--- config.mk ---
export PLATFORM = sky130hd
export DESIGN_NAME = au_serial_seq_flat
export DESIGN_NICKNAME = d
export VERILOG_FILES = /design/src/rtl/au_serial_seq_if.sv /design/src/rtl/au_serial_seq.sv /design/src/flat_wrapper.sv
export SDC_FILE = /design/constraint.sdc
export NUM_CORES = 1
export LEC_CHECK = 0
export ABC_AREA = 1
export CAP_MARGIN = 25
export CORE_MARGIN = 1.5
export CORE_UTILIZATION = 35
export CTS_CLUSTER_SIZE = 12
export DETAILED_ROUTE_END_ITERATION = 6
export PLACE_DENSITY = 0.61
export RECOVER_POWER = 100
export SLEW_MARGIN = 20
export SYNTH_ARGS = -nofsm -noshare
export SYNTH_HDL_FRONTEND = slang
export SYNTH_SLANG_ARGS = --single-unit
--- constraint.sdc ---
create_clock -name clk -period 2.4 [get_ports clk]
set_clock_uncertainty 0.05 [all_clocks]
set_input_delay 0.48 -clock clk [delete_from_list [all_inputs] [get_ports clk]]
set_output_delay 0.48 -clock clk [all_outputs]
set_load 0.005 [all_outputs]
--- src/rtl/au_serial_seq_if.sv ---
// au_serial_seq_if: operand/control bundle between an operand source (master) and the serial sequencer (slave)
interface au_serial_seq_if #(parameter int WIDTH = 8);
    logic             start;
    logic [WIDTH-1:0] a;
    logic [WIDTH-1:0] b;
    logic [1:0]       sel;
    logic             cin;
    logic             busy;
    logic             done;
    logic [WIDTH-1:0] result;
    logic             cout;
    logic             ovf;

    modport master (output start, a, b, sel, cin, input busy, done, result, cout, ovf);
    modport slave  (input start, a, b, sel, cin, output busy, done, result, cout, ovf);
endinterface

--- src/rtl/au_serial_seq.sv ---
// au_serial_seq: bit-serial add/sub/inc/dec built from a 1-bit AU slice, LSB first, one bit per clock
// Defining AU_SERIAL_OVF_EN builds the registered signed-overflow flag; otherwise ovf is tied low.
module au_serial_seq #(
    parameter int WIDTH = 8
) (
    input  logic           clk,
    input  logic           rst_n,
    au_serial_seq_if.slave bus
);
    localparam int CW = $clog2(WIDTH);

    typedef enum logic [1:0] {IDLE, SHIFT, DONE} state_t;

    state_t           r_state, w_next;
    logic [WIDTH-1:0] r_a, r_b, r_sr, r_result;
    logic [1:0]       r_sel;
    logic             r_c, r_cout;
    logic [CW-1:0]    r_cnt;
    logic             w_y, w_d, w_cn, w_last, w_busy, w_done, w_fin;
    logic [WIDTH-1:0] w_sr_next;

    // sel[1] forces Y to the constant sel[0]; otherwise Y is b optionally inverted by sel[0]
    assign w_y       = r_sel[1] ? r_sel[0] : r_b[0] ^ r_sel[0];
    assign w_d       = r_a[0] ^ w_y ^ r_c;
    assign w_cn      = (r_a[0] & w_y) | (r_a[0] & r_c) | (w_y & r_c);
    assign w_last    = r_cnt == CW'(WIDTH - 1);
    assign w_fin     = w_busy && w_last;
    assign w_sr_next = {w_d, r_sr[WIDTH-1:1]};

    always_ff @(posedge clk or negedge rst_n) begin
        if (!rst_n)
            r_state <= IDLE;
        else
            r_state <= w_next;
    end

    always_comb begin
        w_busy = r_state == SHIFT;
        w_done = r_state == DONE;
        w_next = (r_state == IDLE && bus.start) ? SHIFT :
                 (w_busy && w_last)             ? DONE  :
                 w_done                         ? IDLE  : r_state;
    end

    always_ff @(posedge clk or negedge rst_n) begin
        if (!rst_n) begin
            r_a      <= '0;
            r_b      <= '0;
            r_sr     <= '0;
            r_sel    <= '0;
            r_c      <= 1'b0;
            r_cnt    <= '0;
            r_result <= '0;
            r_cout   <= 1'b0;
        end else if (r_state == IDLE && bus.start) begin
            r_a   <= bus.a;
            r_b   <= bus.b;
            r_sel <= bus.sel;
            r_c   <= bus.cin;
            r_cnt <= '0;
        end else if (w_busy) begin
            r_a   <= r_a >> 1;
            r_b   <= r_b >> 1;
            r_sr  <= w_sr_next;
            r_c   <= w_cn;
            r_cnt <= w_last ? '0 : r_cnt + CW'(1);
            if (w_last) begin
                r_result <= w_sr_next;
                r_cout   <= w_cn;
            end
        end
    end

`ifdef AU_SERIAL_OVF_EN
    logic r_ovf;

    // carry into the MSB is r_c on the final step; ovf is that XOR the MSB carry-out
    always_ff @(posedge clk or negedge rst_n) begin
        if (!rst_n)
            r_ovf <= 1'b0;
        else if (w_fin)
            r_ovf <= r_c ^ w_cn;
    end

    assign bus.ovf = r_ovf;
`else
    assign bus.ovf = 1'b0;
`endif

    assign bus.busy   = w_busy;
    assign bus.done   = w_done;
    assign bus.result = r_result;
    assign bus.cout   = r_cout;
endmodule

--- src/flat_wrapper.sv ---
// flat-port wrapper written by rule: the top's interface ports become plain ports
module au_serial_seq_flat 
#(
    parameter int WIDTH = 8
)
  (clk, rst_n, bus_start, bus_a, bus_b, bus_sel, bus_cin, bus_busy, bus_done, bus_result, bus_cout, bus_ovf);
  au_serial_seq_if #(.WIDTH(WIDTH)) bus_i ();
  input  logic clk;
  input  logic rst_n;
  input wire logic [$bits(bus_i.start)-1:0] bus_start;
  input wire logic [$bits(bus_i.a)-1:0] bus_a;
  input wire logic [$bits(bus_i.b)-1:0] bus_b;
  input wire logic [$bits(bus_i.sel)-1:0] bus_sel;
  input wire logic [$bits(bus_i.cin)-1:0] bus_cin;
  output wire logic [$bits(bus_i.busy)-1:0] bus_busy;
  output wire logic [$bits(bus_i.done)-1:0] bus_done;
  output wire logic [$bits(bus_i.result)-1:0] bus_result;
  output wire logic [$bits(bus_i.cout)-1:0] bus_cout;
  output wire logic [$bits(bus_i.ovf)-1:0] bus_ovf;
  assign bus_i.start = bus_start;
  assign bus_i.a = bus_a;
  assign bus_i.b = bus_b;
  assign bus_i.sel = bus_sel;
  assign bus_i.cin = bus_cin;
  assign bus_busy = bus_i.busy;
  assign bus_done = bus_i.done;
  assign bus_result = bus_i.result;
  assign bus_cout = bus_i.cout;
  assign bus_ovf = bus_i.ovf;
  au_serial_seq #(.WIDTH(WIDTH)) u_core (.clk(clk), .rst_n(rst_n), .bus(bus_i));
endmodule
=== Word-level counts from Yosys, hierarchy flattened ===
Index checks and enable logic that the tools add are counted.

* Logic and storage cells: 42
* Output and inout bits: 12
* Input port bits: 22
* Register bits after elaboration: 41

* Reductions and logical operators: 7
* Bitwise operators: 9
* Add/subtract/negate cells: 1
* Muxes and demuxes: 13
* Eq/ne operators: 3

{| class="wikitable"
|+ Operator list
! cell !! count
|-
| $mux W8 || 4
|-
| $mux W3 || 3
|-
| $mux W2 || 3
|-
| $add A3 B1 Y3 const B || 1
|-
| $and A1 B1 Y1 || 3
|-
| $eq A3 B3 Y1 const B || 1
|-
| $mux W1 || 3
|-
| $reduce_and A3 Y1 || 1
|-
| $reduce_bool A3 Y1 || 1
|-
| $xor A1 B1 Y1 || 3
|-
| $eq A2 B1 Y1 const B || 1
|-
| $eq A2 B2 Y1 const B || 1
|-
| $logic_and A1 B1 Y1 || 2
|-
| $logic_not A2 Y1 || 1
|-
| $or A1 B1 Y1 || 2
|-
| $reduce_and A2 Y1 || 1
|-
| $reduce_bool A2 Y1 || 1
|-
| $not A1 Y1 || 1
|}

=== Logic depth before layout (Yosys ltp) ===
Gate-level depths: netlist (run 1).

* Word-level depth: 7
* Depth in mapped cells: 9
* Gate-level depth less buffers: 9

=== Worst setup path after synthesis (run 1) ===
OpenSTA, ideal clock, no wires.

* Path kind: reg-to-reg
* Start: reg u_core.r_sel[0]
* End: reg u_core.r_result[7] (netlist: u_core.bus.result[7])
* Path slack: 1.029 ns
* Buffers on the path: 0
* Cell stages (with the launch flop): 8
* Library setup time: 0.117 ns
* Data required time: 2.233 ns
* Clock period less this slack: 1.371 ns
* Arrival time: 1.204 ns
* Cell sequence: dfrtp_1 > nand3b_1 > nand2_1 > inv_1 > fa_1 > inv_1 > nand2_1 > nand2_1

* Word-level cells in the longest chain between the ends: 4

{| class="wikitable"
|+ Ends and longest elaborated chain
! what !! RTL line !! text
|-
| from (decl) || au_serial_seq.sv:16 || <nowiki>logic [1:0] r_sel;</nowiki>
|-
| from (signal assigned) || au_serial_seq.sv:58 || <nowiki>r_sel <= bus.sel;</nowiki>
|-
| $xor A1 B1 Y1 || au_serial_seq.sv:23 || <nowiki>assign w_y = r_sel[1] ? r_sel[0] : r_b[0] ^ r_sel[0];</nowiki>
|-
| $mux W1 * || au_serial_seq.sv:23 ||
|-
| $xor A1 B1 Y1 * (2 in a row) || au_serial_seq.sv:24 || <nowiki>assign w_d = r_a[0] ^ w_y ^ r_c;</nowiki>
|-
| to (signal assigned) || au_serial_seq.sv:68 || <nowiki>r_result <= w_sr_next;</nowiki>
|-
| to (decl) || au_serial_seq.sv:15 || <nowiki>logic [WIDTH-1:0] r_a, r_b, r_sr, r_result;</nowiki>
|}

Mark *: on every way between the ends. The rest lies on a longest branch, timed or not.
A chain may end at the register's enable or synchronous reset.

=== Final worst setup path (run 1) ===
* Start: reg u_core.r_state[0]
* End: out bus_busy

* Word-level cells in the longest chain between the ends: 1

{| class="wikitable"
|+ Ends and longest elaborated chain
! what !! RTL line !! text
|-
| from (decl) || au_serial_seq.sv:14 || <nowiki>state_t r_state, w_next;</nowiki>
|-
| from (signal assigned) || au_serial_seq.sv:34 || <nowiki>r_state <= w_next;</nowiki>
|-
| $eq A2 B1 Y1 || au_serial_seq.sv:38 || <nowiki>w_busy = r_state == SHIFT;</nowiki>
|-
| to (decl) || flat_wrapper.sv:15 || <nowiki>output wire logic [$bits(bus_i.busy)-1:0] bus_busy;</nowiki>
|}

Every way passes these cells.

==> results of run 1 <==
## metrics by stage
stage,worst slack (ns),instances,utilization
6_report,0.351,305,0.465
5_1_grt,0.249,305,0.465
4_1_cts,0.436,305,0.467
3_5_place_dp,0.495,298,0.447
3_3_place_gp,0.503,298,0.447
2_1_floorplan,1.03,205,-
## cells in the mapped netlist, drive strengths merged
cell	n
nand3b	1
ha	2
o21ai	7
a21oi	2
clkbuf	3
dfrtp	40
conb	1
nor2	5
buf	8
fa	1
nand2	71
inv	13
nand3	51
## worst max-delay path: stages (launching register included)
cell and delay [ns]:
dfrtp_1 0.39, inv_1 0.08, nor2_1 0.16, dlygate4sd3_1 0.60
## cell type report
type,instances,area share
timing repair buffer,37,0.156
clock buffer,7,0.0433
tap,67,0.0377
multi-input combinational,141,0.292
sequential,40,0.450
inverter,13,0.0219
## registers in the layout, indices dropped and copies added, names as in the netlist
register           count
u_core.r_sr            7
u_core.bus.result      8
u_core.r_state         2
u_core.r_b             8
u_core.r_sel           2
u_core.r_a             8
u_core.bus.cout        1
u_core.r_c             1
u_core.r_cnt           3
## kinds of logic (layout without fill, tap and decap cells)
logic type,Yosys count,count (layout),share of synthesized area
buffers and inverters,24,57,0.0624
DFF,40,40,0.567
AOI/OAI and AO/OA,9,9,0.0255
and+or+nand+nor,128,128,0.318
other,1,1,0.00212
adders and majority gates,3,3,0.0255
## metal layers
layer  wire [µm]  GRT usage
met2        1680      0.241
met5           0          0
met1        1690      0.192
met4          74     0.0658
met3         131     0.0488
## final timing paths
check | startpoint | end | depth (start not counted)
min | rst_n | u_core.r_sr[2] | 2
max | u_core.r_state[0] | bus_busy | 3
min in group clk | u_core.bus.result[4] | u_core.bus.result[4] | 2
max reg2reg | u_core.r_state[0] | u_core.bus.result[0] | 6
max in group asynchronous | rst_n | u_core.r_a[1] | 2
min reg2reg | u_core.bus.result[4] | u_core.bus.result[4] | 2
## where the power goes
group | switching [W] | internal [W]
clock | 0.000213 | 0.000256
sequential | 0.000145 | 0.000928
combinational | 0.000539 | 0.000371
==> flow_summary.json, run 1 <==
{
  "drtPass1Iterations": 4,
  "hold_buffers": 0,
  "antenna_found_initial": 0,
  "layout.nets": 263,
  "netlist.area_leader.share": 0.567,
  "post-cts-setup-buffer-count": 0,
  "drv_slew": 0,
  "io-pin-count": 34,
  "die_w_um": 74.0,
  "gp_congestion": 0.718,
  "final_layout_size_suffix_gt1_frac": 0.0546,
  "worstSkewPairLatency_ns": 0.29,
  "grt-ovfl-total": 0,
  "grt_start_max_net_pins": 41,
  "period_minus_slack_ns": 2.05,
  "fillCellCount": 493,
  "synth_area_um2": 1770,
  "cts_resized": 0,
  "critPathMaxFanout": 4,
  "die_h_um": 74.0,
  "max_cap_violations": 0,
  "holdWs_ns": 0.378,
  "crit_type": "reg2out",
  "numCtsBuffers": 5,
  "drtAntennaViolNets": 0,
  "crit_path_start_kind": "flop",
  "h-tree-depth": 2,
  "outcome": "complete, no violations",
  "dp_hpwl_mm": 2.46,
  "cp.arrival_ns": 1.52,
  "initial_core_util": 0.369,
  "power_density_nw_per_um2": 1100,
  "end_kind": "primary output",
  "drt_iter0_drc": 75,
  "hold_viol_final": 0,
  "grt_usage": 0.152,
  "synth.area.top_cells": "dfrtp_1 (57%), nand2_1 (15%), nand3_1 (14%)",
  "timing.fmax_ghz": 0.488,
  "multi_input_area_um2": 649,
  "final_common_cell": "nand2_1",
  "rsz0062_at_grt": "false",
  "cts_tree": "done",
  "r2r_setup_slack_ns": 0.87,
  "fin_total_pwr_w": 0.00245,
  "clk_pin_slew_ns": 0.07,
  "drt_wl_total_mm": 3.57,
  "synth.avg_cell_area_um2": 8.61,
  "leakage_nw": 1.12,
  "finalSetupTns_ns": 0,
  "ys_seq_elements": 40,
  "grt_pass1_vias": 1423,
  "ys_types": 18,
  "place_area_um2": 2140,
  "relSlewSlack": 0.339,
  "worstHoldPathType": "in2async",
  "syn-num-nets": 230,
  "root_buffer": "clkbuf_8",
  "ys_warn_count": 0,
  "coreArea_um2": 4790,
  "ir_drop_uv": 397,
  "ctsLongestPathBuffers": 2,
  "finalCritPeriodShare": 0.854,
  "fp-row-count": 25,
  "seq_area_frac_synth": 0.567,
  "wl_per_cell_um": 11.7,
  "setup_violations": 0,
  "dieArea_um2": 5480,
  "netlist_instances": 205,
  "drcViolationCount": 0,
  "area_delta_synth_final_pct": 26.1,
  "antenna_cells": 0,
  "routed-via-count": 1433,
  "crit_required_ns": 1.87,
  "viasPerCell": 4.70,
  "postLayoutCellArea_um2": 2230,
  "grt_pass1_wl_mm": 6.37,
  "clock_sinks": 40,
  "io_buffer_count": 32,
  "seq_area_um2": 1000,
  "worstMarginPinSlew_ns": 0.991,
  "synth_area_leader_cell": "dfrtp_1",
  "final_cell_mix": "nand2_1 (71), nand3_1 (51), dfrtp_1 (40)"
}
No activity file was read; power rests on OpenSTA's default activity.
==> run 2, diff against run 1 <==
- GPL_TIMING_DRIVEN: default -> 0
- clock period: 2.4 -> 2.1 ns (I/O delays scaled with it)
==> run 2 against run 1 <==
Compared with the run above:
- sequential share of layout area decreased by 0.23 points
- core utilization rose by 0.24 points
- total power grew 14%
- combinational power grew 22%
- largest cell class unchanged
- largest power group unchanged
==> flow_summary.json, run 2 (same netlist as run 1, synthesis figures left out) <==
{
  "drtAntennaViolNets": 0,
  "placed_cells": 304,
  "relSlewSlack": 0.482,
  "ctsLongestPathBuffers": 2,
  "drv_slew": 0,
  "grt_start_max_net_pins": 33,
  "clk_pin_slew_ns": 0.07,
  "power_density_nw_per_um2": 1240,
  "antenna_found_initial": 0,
  "grt-ovfl-total": 0,
  "hold_viol_final": 0,
  "wl_per_cell_um": 11.6,
  "crit_buf_inv": 3,
  "critPathMaxFanout": 10,
  "timing.fmax_ghz": 0.497,
  "root_buffer": "clkbuf_8",
  "r2r_cells": 6,
  "routed-via-count": 1448,
  "crit_path_start_kind": "flop",
  "worstSkewPairLatency_ns": 0.29,
  "postLayoutCellArea_um2": 2240,
  "area_delta_synth_final_pct": 26.7,
  "critPathMaxStageDelay_ns": 0.50,
  "final_layout_size_suffix_gt1_frac": 0.0531,
  "leakage_nw": 1.12,
  "numCtsBuffers": 5,
  "holdWs_ns": 0.412,
  "grt_pass1_wl_mm": 6.20,
  "finalCritPeriodShare": 0.959,
  "final_cell_mix": "nand2_1 (71), nand3_1 (51), dfrtp_1 (40)",
  "outcome": "complete, no violations",
  "drcViolationCount": 0,
  "drt_iter0_drc": 60,
  "period_minus_slack_ns": 2.01,
  "crit_type": "reg2out",
  "fp-row-count": 25,
  "place_area_um2": 2170,
  "worstMarginPinSlew_ns": 0.778,
  "die_w_um": 74.0,
  "cts_tree": "done",
  "grt_pass1_vias": 1334,
  "coreArea_um2": 4790,
  "crit_chain": "inv_2, nor2_4, buf_6, clkdlybuf4s50_1",
  "die_h_um": 74.0,
  "antenna_cells": 0,
  "dieArea_um2": 5480,
  "gp_congestion": 0.761,
  "crit_slowest_cell": "clkdlybuf4s50_1",
  "rsz0062_at_grt": "false",
  "end_kind": "primary output",
  "cp.arrival_ns": 1.54,
  "io-pin-count": 34,
  "worstHoldPathType": "reg2reg",
  "drt_wl_total_mm": 3.63,
  "h-tree-depth": 2,
  "max_cap_violations": 0,
  "cp_top_family": "buffers and inverters",
  "drtPass1Iterations": 4,
  "finalSetupTns_ns": 0,
  "setup_violations": 0,
  "fin_cells": 312,
  "hold_path_depth": 2,
  "io_buffer_count": 31,
  "clock_sinks": 40,
  "crit_required_ns": 1.63,
  "layout.nets": 272,
  "viasPerCell": 4.64,
  "final_common_cell": "nand2_1",
  "fillCellCount": 488,
  "initial_core_util": 0.369,
  "ir_drop_uv": 523,
  "dp_hpwl_mm": 2.61,
  "grt_usage": 0.150,
  "cp_num_cells": 4
}
run 2: changes by cell type in the layout (fill, tap and decap cells not counted), sizes merged:
cell	previous run	this run
clkbuf	9	16
clkdlybuf4s50	19	20
dlygate4sd3	12	11
run 2: metrics by stage:
stage,util,total power (W),setup slack (ns)
floorplan,-,0.00194,0.729
global placement,0.451,0.00236,-0.463
detailed placement,0.454,0.00239,0.111
CTS,0.473,0.00289,0.00953
global route,0.467,0.00303,0.0240
finish,0.467,0.00278,0.0866
run 2: power breakdown:
group	leakage (nW)	internal, W	switching (W)	total, W
logic	0.559	0.000463	0.000645	0.00111
registers	0.523	0.00106	0.000166	0.00123
clock network	0.0359	0.000214	0.000236	0.000450
total	1.12	0.00174	0.00105	0.00278
run 2: final cells by class:
class | instances | area [µm²] | area share
multi-input cells | 141 | 649 | 0.290
inverters | 13 | 48.8 | 0.0218
clock buffers | 5 | 68.8 | 0.0308
flip-flops and latches | 40 | 1000 | 0.447
repair buffers | 35 | 330 | 0.148
plain buffers | 11 | 55.1 | 0.0246
well taps | 67 | 83.8 | 0.0375
run 2: worst paths after layout:
kind                                       from                    to  slack [ns]
setup / recovery              u_core.r_state[0]              bus_busy        0.09
hold / removal             u_core.bus.result[4]  u_core.bus.result[4]        0.41
setup reg to reg              u_core.r_state[1]  u_core.bus.result[0]        0.37
hold reg to reg            u_core.bus.result[4]  u_core.bus.result[4]        0.41
max in group asynchronous                 rst_n       u_core.r_sel[1]        0.35
min in group asynchronous                 rst_n         u_core.r_b[7]        0.54
run 2: routing by layer:
layer	up-vias	track usage	wire, µm
met5	-	0	0
met4	0	0.0432	35
met3	4	0.0488	158
met2	37	0.236	1750
met1	666	0.199	1690
li1	741	-	-
run 2: tightest hold or removal path, stage by stage (launching register included):
cell and delay [ns]:
dfrtp_1 0.34, nand2_1 0.05, nand2_1 0.04
run 2: what timing repair did:
item / CTS / global route
endpoints found under the setup margin: 1 / 1
hold buffers: 1 / 0
buffers inserted: 1 / 1
pin swaps: 1 / 0
gates resized for setup: 1 / 2
hold endpoints to repair: 8 / 0
